**config.mk**
```make
export PLATFORM = sky130hd
export DESIGN_NAME = sc_lsu_flat
export DESIGN_NICKNAME = d
export VERILOG_FILES = /design/src/rtl/sc_lsu_pkg.sv /design/src/rtl/sc_lsu_if.sv /design/src/rtl/sc_lsu_align.sv /design/src/rtl/sc_lsu.sv /design/src/flat_wrapper.sv
export SDC_FILE = /design/constraint.sdc
export NUM_CORES = 1
export LEC_CHECK = 0
export BUFFER_PORTS_ARGS = -buffer_cell sky130_fd_sc_hd__buf_4
export CAP_MARGIN = 5
export CORE_UTILIZATION = 59
export CTS_BUF_LIST = sky130_fd_sc_hd__clkbuf_4 sky130_fd_sc_hd__clkbuf_8
export DETAILED_ROUTE_END_ITERATION = 16
export GPL_TIMING_DRIVEN = 1
export PLACE_DENSITY = 0.88
export SYNTH_ARGS = -nofsm -noshare
export SYNTH_HDL_FRONTEND = slang
export SYNTH_SLANG_ARGS = --single-unit
```
**constraint.sdc**
```tcl
create_clock -name clk -period 8.7 [get_ports clk]
set_clock_uncertainty 0.2 [all_clocks]
set_input_delay 0.87 -clock clk [delete_from_list [all_inputs] [get_ports clk]]
set_output_delay 0.87 -clock clk [all_outputs]
set_load 0.02 [all_outputs]
```
**src/rtl/sc_lsu_pkg.sv**
```systemverilog
//------------------------------------------------------------------------------
// Module  : sc_lsu_pkg
// Brief   : Shared funct3 width codes and FSM state encoding for the LSU.
// Revision: 1.0 - initial release
//------------------------------------------------------------------------------
`timescale 1ns/1ps
`default_nettype none

package sc_lsu_pkg;

  localparam logic [2:0] F3_B  = 3'b000;
  localparam logic [2:0] F3_H  = 3'b001;
  localparam logic [2:0] F3_W  = 3'b010;
  localparam logic [2:0] F3_BU = 3'b100;
  localparam logic [2:0] F3_HU = 3'b101;

  typedef enum logic [2:0] {
    ST_IDLE = 3'd0,
    ST_LOAD = 3'd1,
    ST_RMW  = 3'd2,
    ST_WR   = 3'd3,
    ST_DONE = 3'd4,
    ST_ERR  = 3'd5
  } state_t;

endpackage

`default_nettype wire

```
**src/rtl/sc_lsu_if.sv**
```systemverilog
//------------------------------------------------------------------------------
// Module  : sc_lsu_if / sc_lsu_mem_if
// Brief   : Core-side request/response bundle and word-RAM port bundle.
// Revision: 1.0 - initial release
//------------------------------------------------------------------------------
`timescale 1ns/1ps
`default_nettype none

interface sc_lsu_if #(parameter int XLEN = 32);
  logic            req;
  logic            wr;
  logic [2:0]      funct3;
  logic [XLEN-1:0] addr;
  logic [XLEN-1:0] wdata;
  logic            busy;
  logic            done;
  logic            fault;
  logic [XLEN-1:0] rdata;

  modport master (output req, wr, funct3, addr, wdata,
                  input  busy, done, fault, rdata);
  modport slave  (input  req, wr, funct3, addr, wdata,
                  output busy, done, fault, rdata);
endinterface

interface sc_lsu_mem_if #(parameter int XLEN = 32);
  logic [XLEN-1:0] mem_addr;
  logic [XLEN-1:0] mem_din;
  logic            mem_we;
  logic [XLEN-1:0] mem_dout;

  modport master (output mem_addr, mem_din, mem_we, input mem_dout);
  modport slave  (input  mem_addr, mem_din, mem_we, output mem_dout);
endinterface

`default_nettype wire

```
**src/rtl/sc_lsu_align.sv**
```systemverilog
//------------------------------------------------------------------------------
// Module  : sc_lsu_align
// Brief   : Load lane extract with sign/zero extension and store lane merge.
// Revision: 1.0 - initial release
//------------------------------------------------------------------------------
`timescale 1ns/1ps
`default_nettype none

module sc_lsu_align
  import sc_lsu_pkg::*;
(
  input  logic [31:0] i_word,
  input  logic [1:0]  i_off,
  input  logic [2:0]  i_funct3,
  input  logic [15:0] i_wdata,
  output logic [31:0] o_load,
  output logic [31:0] o_merge
);

  logic [7:0]  w_byte;
  logic [15:0] w_half;

  always_comb begin
    w_byte = i_word[{i_off, 3'b000} +: 8];
    w_half = i_word[{i_off[1], 4'b0000} +: 16];

    case (i_funct3)
      F3_B:    o_load = {{24{w_byte[7]}}, w_byte};
      F3_BU:   o_load = {24'h000000, w_byte};
      F3_H:    o_load = {{16{w_half[15]}}, w_half};
      F3_HU:   o_load = {16'h0000, w_half};
      default: o_load = i_word;
    endcase

    // Unaddressed lanes keep the RAM contents so the write-back is a true RMW
    o_merge = i_word;
    if (i_funct3[1:0] == 2'b00) begin
      o_merge[{i_off, 3'b000} +: 8] = i_wdata[7:0];
    end else if (i_funct3[1:0] == 2'b01) begin
      o_merge[{i_off[1], 4'b0000} +: 16] = i_wdata;
    end
  end

endmodule

`default_nettype wire

```
**src/rtl/sc_lsu.sv**
```systemverilog
//------------------------------------------------------------------------------
// Module  : sc_lsu
// Brief   : RV32I load/store unit with byte/half RMW stores and fault reporting.
// Revision: 1.0 - initial release
//------------------------------------------------------------------------------
`timescale 1ns/1ps
`default_nettype none

module sc_lsu
  import sc_lsu_pkg::*;
#(
  parameter int XLEN              = 32,
  parameter int FAULT_ON_MISALIGN = 1
)(
  input  logic          clk,
  input  logic          rst,
  sc_lsu_if.slave       core,
  sc_lsu_mem_if.master  mem
);

  state_t          state_q, state_d;
  logic [2:0]      f3_q, f3_d;
  logic [XLEN-1:0] addr_q, addr_d;
  logic [XLEN-1:0] wdata_q, wdata_d;
  logic [XLEN-1:0] merge_q, merge_d;
  logic [XLEN-1:0] rdata_q, rdata_d;

  logic            w_illegal;
  logic            w_misalign;
  logic [XLEN-1:0] w_addr_eff;
  logic [XLEN-1:0] w_load_val;
  logic [XLEN-1:0] w_merge_val;
  logic            w_busy, w_done, w_fault, w_we;
  logic [XLEN-1:0] w_mem_addr, w_mem_din;

  assign w_illegal = core.wr ? !(core.funct3 inside {F3_B, F3_H, F3_W})
                             : !(core.funct3 inside {F3_B, F3_H, F3_W, F3_BU, F3_HU});

  generate
    if (FAULT_ON_MISALIGN != 0) begin : g_fault_misalign
      assign w_misalign = ((core.funct3[1:0] == 2'b01) && core.addr[0]) ||
                          ((core.funct3[1:0] == 2'b10) && (core.addr[1:0] != 2'b00));
      assign w_addr_eff = core.addr;
    end else begin : g_force_align
      // Word widths drop both low bits, halfword widths drop bit 0
      assign w_misalign = 1'b0;
      assign w_addr_eff = {core.addr[XLEN-1:2],
                           core.funct3[1] ? 2'b00
                                          : {core.addr[1], core.addr[0] & ~core.funct3[0]}};
    end
  endgenerate

  sc_lsu_align u_align (
    .i_word   (mem.mem_dout),
    .i_off    (addr_q[1:0]),
    .i_funct3 (f3_q),
    .i_wdata  (wdata_q[15:0]),
    .o_load   (w_load_val),
    .o_merge  (w_merge_val)
  );

  always_ff @(posedge clk or posedge rst) begin
    if (rst) begin
      state_q <= ST_IDLE;
      f3_q    <= '0;
      addr_q  <= '0;
      wdata_q <= '0;
      merge_q <= '0;
      rdata_q <= '0;
    end else begin
      state_q <= state_d;
      f3_q    <= f3_d;
      addr_q  <= addr_d;
      wdata_q <= wdata_d;
      merge_q <= merge_d;
      rdata_q <= rdata_d;
    end
  end

  always_comb begin
    state_d    = state_q;
    f3_d       = f3_q;
    addr_d     = addr_q;
    wdata_d    = wdata_q;
    merge_d    = merge_q;
    rdata_d    = rdata_q;
    w_busy     = (state_q != ST_IDLE);
    w_done     = 1'b0;
    w_fault    = 1'b0;
    w_we       = 1'b0;
    w_mem_addr = '0;
    w_mem_din  = '0;

    if (state_q != ST_IDLE) begin
      w_mem_addr = {addr_q[XLEN-1:2], 2'b00};
    end

    case (state_q)
      ST_IDLE: begin
        if (core.req) begin
          f3_d    = core.funct3;
          addr_d  = w_addr_eff;
          wdata_d = core.wdata;
          if (w_illegal || w_misalign)   state_d = ST_ERR;
          else if (!core.wr)             state_d = ST_LOAD;
          else if (core.funct3 == F3_W)  state_d = ST_WR;
          else                           state_d = ST_RMW;
        end
      end
      ST_LOAD: begin
        rdata_d = w_load_val;
        state_d = ST_DONE;
      end
      ST_RMW: begin
        merge_d = w_merge_val;
        state_d = ST_WR;
      end
      ST_WR: begin
        w_we      = 1'b1;
        w_mem_din = (f3_q == F3_W) ? wdata_q : merge_q;
        state_d   = ST_DONE;
      end
      ST_DONE: begin
        w_done  = 1'b1;
        state_d = ST_IDLE;
      end
      ST_ERR: begin
        w_done  = 1'b1;
        w_fault = 1'b1;
        state_d = ST_IDLE;
      end
      default: state_d = ST_IDLE;
    endcase
  end

  assign core.busy    = w_busy;
  assign core.done    = w_done;
  assign core.fault   = w_fault;
  assign core.rdata   = rdata_q;
  assign mem.mem_addr = w_mem_addr;
  assign mem.mem_din  = w_mem_din;
  assign mem.mem_we   = w_we;

endmodule

`default_nettype wire

```
**src/flat_wrapper.sv**
```systemverilog
// flat-port wrapper written by rule: the top's interface ports become plain ports
module sc_lsu_flat import sc_lsu_pkg::*;
#(
  parameter int XLEN              = 32,
  parameter int FAULT_ON_MISALIGN = 1
)
  (clk, rst, core_req, core_wr, core_funct3, core_addr, core_wdata, core_busy, core_done, core_fault, core_rdata, mem_mem_addr, mem_mem_din, mem_mem_we, mem_mem_dout);
  sc_lsu_if #(.XLEN(XLEN)) core_i ();
  sc_lsu_mem_if #(.XLEN(XLEN)) mem_i ();
  input  logic clk;
  input  logic rst;
  input wire logic [$bits(core_i.req)-1:0] core_req;
  input wire logic [$bits(core_i.wr)-1:0] core_wr;
  input wire logic [$bits(core_i.funct3)-1:0] core_funct3;
  input wire logic [$bits(core_i.addr)-1:0] core_addr;
  input wire logic [$bits(core_i.wdata)-1:0] core_wdata;
  output wire logic [$bits(core_i.busy)-1:0] core_busy;
  output wire logic [$bits(core_i.done)-1:0] core_done;
  output wire logic [$bits(core_i.fault)-1:0] core_fault;
  output wire logic [$bits(core_i.rdata)-1:0] core_rdata;
  output wire logic [$bits(mem_i.mem_addr)-1:0] mem_mem_addr;
  output wire logic [$bits(mem_i.mem_din)-1:0] mem_mem_din;
  output wire logic [$bits(mem_i.mem_we)-1:0] mem_mem_we;
  input wire logic [$bits(mem_i.mem_dout)-1:0] mem_mem_dout;
  assign core_i.req = core_req;
  assign core_i.wr = core_wr;
  assign core_i.funct3 = core_funct3;
  assign core_i.addr = core_addr;
  assign core_i.wdata = core_wdata;
  assign core_busy = core_i.busy;
  assign core_done = core_i.done;
  assign core_fault = core_i.fault;
  assign core_rdata = core_i.rdata;
  assign mem_mem_addr = mem_i.mem_addr;
  assign mem_mem_din = mem_i.mem_din;
  assign mem_mem_we = mem_i.mem_we;
  assign mem_i.mem_dout = mem_mem_dout;
  sc_lsu #(.XLEN(XLEN), .FAULT_ON_MISALIGN(FAULT_ON_MISALIGN)) u_core (.clk(clk), .rst(rst), .core(core_i), .mem(mem_i));
endmodule
```
==> results.cfg, run 1 <==
[clock_tree]
cts_sinks = 134
cts_resized = 0
ctsHoldBuffers = 0
cts_tree = yes
h-tree-depth = 4
clk_latency_ps = 450
clk_pin_slew_worst_paths_ps = 80
cts_setup_buffers = 0
cts_made_buffers = 17
cts_max_path_buffers = 2
cts_root_buf = clkbuf_8

[power]
p_int_mw = 2.05
power.switching_mw = 1.51
comb_power_share_pct = 47.4
clockPowerShare_pct = 18.7
leakagePower_nw = 4.38
p_total_mw = 3.56
ir_worst_vdd_mv = 0.249
seqPwrFrac_pct = 33.9
p_per_area_nw_per_um2 = 372
swShare_pct = 42.3

[critical_path]
worst_setup_path_end_kind = flip-flop
r2r_cells = 7
critPathLaunchType = flip-flop
crit_required_ps = 8890
worstPathMaxFanout = 62
path_class = flip-flop to flip-flop
arrival_ps = 4260

[sta]
hold_slack_ps = 299
setup_viol = 0
slew_headroom_pct = 8.08
finalSetupTns_ps = 0
post-route-min-period_ps = 4080
min_period_over_period_pct = 46.8
finalHoldViolCount = 0
tightest_slew_ps = 1360
rsz0062_at_grt = no
fmax_mhz = 245
slew_violations = 0

[floorplan]
die_w_um = 116
io_pins = 203
coreArea_sq_um = 12600
core.rowCount = 41
dieArea_sq_um = 13400
die_h_um = 116
start_util_pct = 60.6

[grt]
grt_pass1_wl_um = 35500
groute.usage.overall_pct = 35.0
antenna_found_initial = 0
grt_max_degree = 80
grt-ovfl-total = 0
grt_pass1_vias = 6851

[place]
place.gp.congestion = 0.847
hpwl_um = 15100
io_buffers = 200

[hold_path]
min_delay_path_depth = 1
hold_path.class = flip-flop to flip-flop

[route]
dr.pass1.iters = 6
wirelength_um = 22600
drt-initial-drc-count = 775
drt.antenna.violating_nets = 0
routed_via_density = 6.21
vias = 7157
wl_per_cell_um = 19.6
drc = 0

[synthesis]
synthFlopType = dfrtp_1
synth_edf_count = 0
yosys_warnings = 0
ys_seq_elements = 134
syn_inst = 818
yosysSeqAreaShare_pct = 43.8
ys_types = 51
async_reset_ff_share_pct = 100
netlist_area_sq_um = 7650
syn_avg_cell_area_sq_um = 9.35

[layout]
fillers = 921
fin_nets = 1076
syn2layout_area_growth_pct = 25.2
layout_commonest_cell = buf_4
layout_common_cells = buf_4, dfrtp_1, nand2_1
utilization_pct = 75.9
n_antenna_cell = 0
drive_gt1_share_pct = 33.7

[run]
drv_cap = 0

[status]
status = finished clean
-- cell usage after synthesis, drive strengths merged (9+ instances only) --
master,number,area (sq um)
a221o,27,270
nor2,26,97.6
o21ai,42,210
nand2,112,420
o211ai,13,111
a221oi,9,78.8
buf,39,236
mux2,68,766
inv,37,139
or3,9,56.3
dfrtp,134,3350
clkbuf,41,154
nor3,18,111
a32o,27,270
nor2b,34,213
a21oi,83,415
nand3,36,230
-- per-stage QoR --
| stage | worst slack [ps] | area [sq um] | cells |
|---|---|---|---|
| after floorplan | 4050 | 7660 | 819 |
| after global placement | 4890 | 9070 | 1121 |
| after detailed placement | 4800 | 9070 | 1121 |
| after CTS | 4780 | 9580 | 1153 |
| after global routing | 4430 | 9580 | 1153 |
| final | 4620 | 9580 | 1153 |
-- cell type report --
class	count	area [sq um]	area share [%]
clock buffer	19	255	2.66
inverter	38	145	1.51
clock inverter	13	251	2.62
sequential	134	3350	35.0
timing repair buffer	210	1580	16.5
multi-input combinational	567	3780	39.5
tap	172	215	2.25
-- sequential cells by signal (all words and copies together) (netlist names) --
name and cells:
u_core.core.rdata 32, u_core.wdata_q 32, u_core.state_q 3, u_core.merge_q 32, u_core.f3_q 3, u_core.addr_q 32
-- final timing paths --
kind                                    from            endpoint  slack [ps]
setup / recovery            u_core.addr_q[1]  u_core.merge_q[30]        4620
hold / removal             u_core.merge_q[3]   u_core.merge_q[3]         300
setup reg to reg            u_core.addr_q[1]  u_core.merge_q[30]        4620
hold reg to reg            u_core.merge_q[3]   u_core.merge_q[3]         300
max in group asynchronous                rst      u_core.f3_q[1]        6500
min in group asynchronous                rst   u_core.addr_q[12]         340
-- worst max-delay path: stages (launching register included) --
cell and delay (ps):
dfrtp_1 340, buf_4 510, inv_1 660, ha_1 570, nor4bb_1 1140, a221oi_1 190
a31oi_1 230, a22o_1 150
-- power by group through the flow --
stage | Combinational (mW) | Clock, mW | Sequential (mW)
after detailed placement | 1.66 | 0 | 1.20
after CTS | 1.67 | 0.667 | 1.19
after global routing | 1.83 | 0.695 | 1.24
after global placement | 1.62 | 0 | 1.19
after floorplan | 1.19 | 0 | 1.14
final | 1.69 | 0.664 | 1.21
-- cells by family (layout without fill, tap and decap cells) --
family	Yosys count	after routing	share of synthesized area, %
other cells	1	2	0.0490
flops	134	134	43.8
simple gates	254	254	16.7
buf+inv	118	280	6.97
compound gates	231	231	20.7
fa+ha+maj	5	5	0.818
mux	75	75	10.9
-- metal layers --
layer	global-route usage (%)	vias up	share of wire [%]
met3	9.57	92	11
met2	53.6	437	47
met4	18.7	0	4.7
met5	0	-	0
met1	45.3	3407	38
li1	-	3221	-
Power figures use the tool's default switching activity.
==> inputs of run 2 (changes only) <==
--- a/config.mk
+++ b/config.mk
@@ -7,11 +7,11 @@
 export LEC_CHECK = 0
 export BUFFER_PORTS_ARGS = -buffer_cell sky130_fd_sc_hd__buf_4
 export CAP_MARGIN = 5
-export CORE_UTILIZATION = 59
+export CORE_UTILIZATION = 50
 export CTS_BUF_LIST = sky130_fd_sc_hd__clkbuf_4 sky130_fd_sc_hd__clkbuf_8
 export DETAILED_ROUTE_END_ITERATION = 16
 export GPL_TIMING_DRIVEN = 1
-export PLACE_DENSITY = 0.88
+export PLACE_DENSITY = 0.79
 export SYNTH_ARGS = -nofsm -noshare
 export SYNTH_HDL_FRONTEND = slang
 export SYNTH_SLANG_ARGS = --single-unit
==> constraint.sdc (replaced) <==
create_clock -name clk -period 3.65 [get_ports clk]
set_clock_uncertainty 0.2 [all_clocks]
set_input_delay 0.365 -clock clk [delete_from_list [all_inputs] [get_ports clk]]
set_output_delay 0.365 -clock clk [all_outputs]
set_load 0.02 [all_outputs]
==> results.cfg, run 2 (synthesis results as in run 1) <==
[status]
status = finished clean

[route]
drt-initial-drc-count = 843
wl_per_cell_um = 20.1
drc = 0
vias = 7539
routed_via_density = 6.04
wirelength_um = 25100
dr.pass1.iters = 5
drt.antenna.violating_nets = 0

[clock_tree]
clk_pin_slew_worst_paths_ps = 90
ctsHoldBuffers = 72
cts_setup_buffers = 0
cts_max_path_buffers = 2
clk_latency_ps = 470
cts_made_buffers = 17
cts_tree = yes
h-tree-depth = 4
cts_root_buf = clkbuf_8
cts_sinks = 134
cts_resized = 0

[layout]
fillers = 1122
syn2layout_area_growth_pct = 34.7
ff_latch_area_sq_um = 3350
fin_area_sq_um = 10300
layout_commonest_cell = buf_4
n_antenna_cell = 0
drive_gt1_share_pct = 31.9
multi_input_area_sq_um = 3790
fin_nets = 1159
layout_common_cells = buf_4, dfrtp_1, nand2_1
utilization_pct = 69.9

[critical_path]
path_class = flip-flop to primary output
worstPathMaxFanout = 29
r2r_start = u_core.addr_q[0]
crit_path_start = u_core.f3_q[1]
crit_required_ps = 3080
worst_setup_path_end_kind = primary output
arrival_ps = 2690
critPathLaunchType = flip-flop

[power]
p_per_area_nw_per_um2 = 808
ir_worst_vdd_mv = 0.475
leakagePower_nw = 4.67

[place]
place.gp.congestion = 0.889
hpwl_um = 15800
io_buffers = 200
dpl-instance-area_sq_um = 9170

[floorplan]
die_h_um = 126
dieArea_sq_um = 15800
core.rowCount = 44
die_w_um = 126
io_pins = 203
start_util_pct = 51.9
coreArea_sq_um = 14800

[sta]
slew_headroom_pct = 18.6
fmax_mhz = 307
post-route-min-period_ps = 3250
finalHoldViolCount = 0
tightest_slew_ps = 1220
min_period_over_period_pct = 89.1
setup_viol = 0
slew_violations = 0
finalSetupTns_ps = 0
rsz0062_at_grt = no

[grt]
antenna_found_initial = 0
grt-ovfl-total = 0
groute.usage.overall_pct = 32.3
grt_max_degree = 65
grt_pass1_vias = 7289
grt_pass1_wl_um = 39500

[run]
drv_cap = 0

[hold_path]
hold_path.class = input port to flip-flop
holdCritStartpoint = mem_mem_dout[28]
==> run 2: area by class of cell <==
class                   instances  area share (%)
multi-input cells             567            36.8
clock inverters                14            1.35
flip-flops and latches        134            32.5
repair buffers                293            23.3
well taps                     184            2.23
inverters                      38            1.42
clock buffers                  18            2.40
==> run 2: path summary, 6_finish.rpt <==
| path | endpoint | depth (start not counted) | slack, ps |
|---|---|---|---|
| hold reg to reg | u_core.merge_q[15] | 1 | 300 |
| hold / removal | u_core.core.rdata[28] | 3 | 20 |
| setup / recovery | mem_mem_din[29] | 5 | 400 |
| min in group asynchronous | u_core.wdata_q[28] | 3 | 460 |
| setup reg to reg | u_core.merge_q[2] | 6 | 840 |
| max in group asynchronous | u_core.core.rdata[12] | 4 | 1870 |
==> run 2: power breakdown <==
part	total (mW)	internal (mW)	leakage (nW)	switching, mW
clock network	1.25	0.572	0.189	0.681
logic	4.17	1.81	2.87	2.36
registers	2.91	2.20	1.61	0.710
==> run 2: worst max-delay path, stage by stage, from the launching register on <==
cell and delay (ps):
dfrtp_2 700, and2_1 760, buf_4 320, nand2_1 70, a21oi_1 180, buf_4 180
==> run 2: per-stage QoR <==
step / hold WS (ps) / std cells / power, mW / setup WS, ps
floorplan: 266 / 819 / 5.57 / 1210
global placement: 276 / 1141 / 6.80 / 1040
detailed placement: 284 / 1141 / 6.90 / 977
CTS: 1.10 / 1245 / 8.20 / 458
global route: 4.10 / 1248 / 8.79 / 210
finish: 16.1 / 1248 / 8.33 / 397
==> run 2: layer usage <==
metal	routed length, um	vias to the layer above	GRT usage (%)
met5	0	-	0
met4	851	0	13.8
met3	2060	75	8.07
met2	12400	409	52.8
met1	9800	3663	40.8
li1	-	3392	-
==> inputs of run 3 (changes only) <==
--- a/config.mk
+++ b/config.mk
@@ -5,13 +5,14 @@
 export SDC_FILE = /design/constraint.sdc
 export NUM_CORES = 1
 export LEC_CHECK = 0
-export BUFFER_PORTS_ARGS = -buffer_cell sky130_fd_sc_hd__buf_4
+export BUFFER_PORTS_ARGS = -buffer_cell sky130_fd_sc_hd__buf_2
 export CAP_MARGIN = 5
 export CORE_UTILIZATION = 50
 export CTS_BUF_LIST = sky130_fd_sc_hd__clkbuf_4 sky130_fd_sc_hd__clkbuf_8
 export DETAILED_ROUTE_END_ITERATION = 16
 export GPL_TIMING_DRIVEN = 1
 export PLACE_DENSITY = 0.79
+export RECOVER_POWER = 50
 export SYNTH_ARGS = -nofsm -noshare
 export SYNTH_HDL_FRONTEND = slang
 export SYNTH_SLANG_ARGS = --single-unit
==> results.cfg, run 3 (synthesis results as in run 1) <==
[status]
status = finished, violations left
violations = capacitance limit, slew limit

[layout]
n_antenna_cell = 0
layout_commonest_cell = buf_2
fillers = 1166
syn2layout_area_growth_pct = 26.5
multi_input_area_sq_um = 3790
ff_latch_area_sq_um = 3350
drive_gt1_share_pct = 28.8
fin_nets = 1150
layout_common_cells = buf_2, dfrtp_1, nand2_1

[floorplan]
io_pins = 203
coreArea_sq_um = 14800
core.rowCount = 44
die_h_um = 126
start_util_pct = 51.9
die_w_um = 126
dieArea_sq_um = 15800

[route]
drt.antenna.violating_nets = 0
drc = 0
dr.pass1.iters = 8
wl_per_cell_um = 19.2
routed_via_density = 5.94
vias = 7355
wirelength_um = 23800
drt-initial-drc-count = 779

[clock_tree]
cts_resized = 0
cts_root_buf = clkbuf_8
cts_setup_buffers = 0
clk_latency_ps = 450
cts_max_path_buffers = 2
ctsHoldBuffers = 66
cts_made_buffers = 17
cts_sinks = 134
h-tree-depth = 4
cts_tree = yes
clk_pin_slew_worst_paths_ps = 80

[sta]
fmax_mhz = 344
rsz0062_at_grt = no
finalHoldViolCount = 0
post-route-min-period_ps = 2900
min_period_over_period_pct = 79.6
tightest_slew_ps = 2040
slew_violations = 42
setup_viol = 0
finalSetupTns_ps = 0
slew_headroom_pct = -36.7

[critical_path]
critPathBufInv = 2
worst_setup_path_end_kind = primary output
reg2reg_slack_ps = 820
worstPathMaxFanout = 21
cp_cell_sequence = nor2_1 -> and2_1 -> buf_4 -> nand2_1 -> a21oi_1 -> buf_2
critical_path.top_delay_family = simple AND/OR/NAND/NOR gates
critPathLaunchType = flip-flop
path_class = flip-flop to primary output
cp_slowest_cell = dfrtp_1
arrival_ps = 2340
slowest_delay_ps = 480
crit_required_ps = 3080

[grt]
grt_pass1_vias = 7139
grt_max_degree = 65
groute.usage.overall_pct = 30.7
grt-ovfl-total = 0
grt_pass1_wl_um = 37800
antenna_found_initial = 0

[power]
p_per_area_nw_per_um2 = 822
p_total_mw = 7.96
ir_worst_vdd_mv = 0.455
leakagePower_nw = 4.42

[place]
place.gp.congestion = 0.861
io_buffers = 200
hpwl_um = 15300

[hold_path]
hold_path.class = input port to flip-flop

[run]
drv_cap = 1
==> run 3: cell count changes in the layout (fill, tap and decap cells not counted) <==
cell	delta
clkinv_4	-1
clkinvlp_2	+1
buf_12	+1
dlygate4sd3_1	-9
buf_2	+165
inv_6	+2
buf_4	-201
clkbuf_1	+35
clkinvlp_4	-2
clkinv_2	+1
inv_8	-1
==> run 3: cell type report <==
cell class	instances	area share, %
well taps	184	2.38
clock inverters	14	1.38
repair buffers	284	18.4
inverters	38	1.49
multi-input cells	567	39.2
flip-flops and latches	134	34.7
clock buffers	18	2.56
==> run 3: through the flow <==
| stage | util, % | hold slack [ps] | area (sq um) | cells | setup slack (ps) |
|---|---|---|---|---|---|
| final | 65.6 | 15.7 | 9680 | 1239 | 746 |
| after CTS | 65.9 | 0.216 | 9720 | 1239 | 759 |
| after global routing | 65.6 | 5.24 | 9680 | 1239 | 646 |
| after floorplan | - | 266 | 7660 | 819 | 1210 |
| after detailed placement | 58.8 | 277 | 8680 | 1141 | 915 |
| after global placement | 58.8 | 265 | 8680 | 1141 | 997 |
==> run 3: worst register-to-register path, stage by stage, from the launching register on <==
cell and delay, ps:
dfrtp_1 590, inv_1 210, ha_1 400, nand2_1 70
nor3_1 840, a221o_1 280, a32o_1 170
==> run 3: routing by layer <==
layer	track usage [%]	share of wire, %	vias to the layer above
met1	39.7	40	3525
li1	-	-	3372
met3	7.60	9.1	60
met5	0	0	-
met2	49.6	48	398
met4	12.3	3.2	0
==> run 3: worst paths after layout <==
kind / cells past startpoint / startpoint / end
min in group asynchronous: 3 / rst / u_core.wdata_q[31]
worst max register to register: 6 / u_core.addr_q[0] / u_core.merge_q[22]
max in group asynchronous: 4 / rst / u_core.f3_q[1]
worst max-delay path: 6 / u_core.f3_q[2] / mem_mem_din[15]
worst min-delay path: 3 / core_funct3[2] / u_core.f3_q[2]
worst min register to register: 2 / u_core.core.rdata[17] / u_core.core.rdata[17]
==> run 3: power by group <==
group	leakage (nW)	total (mW)	switching [mW]	internal (mW)
Combinational	2.61	3.90	2.37	1.53
Clock	0.192	1.22	0.648	0.571
Sequential	1.61	2.84	0.641	2.20
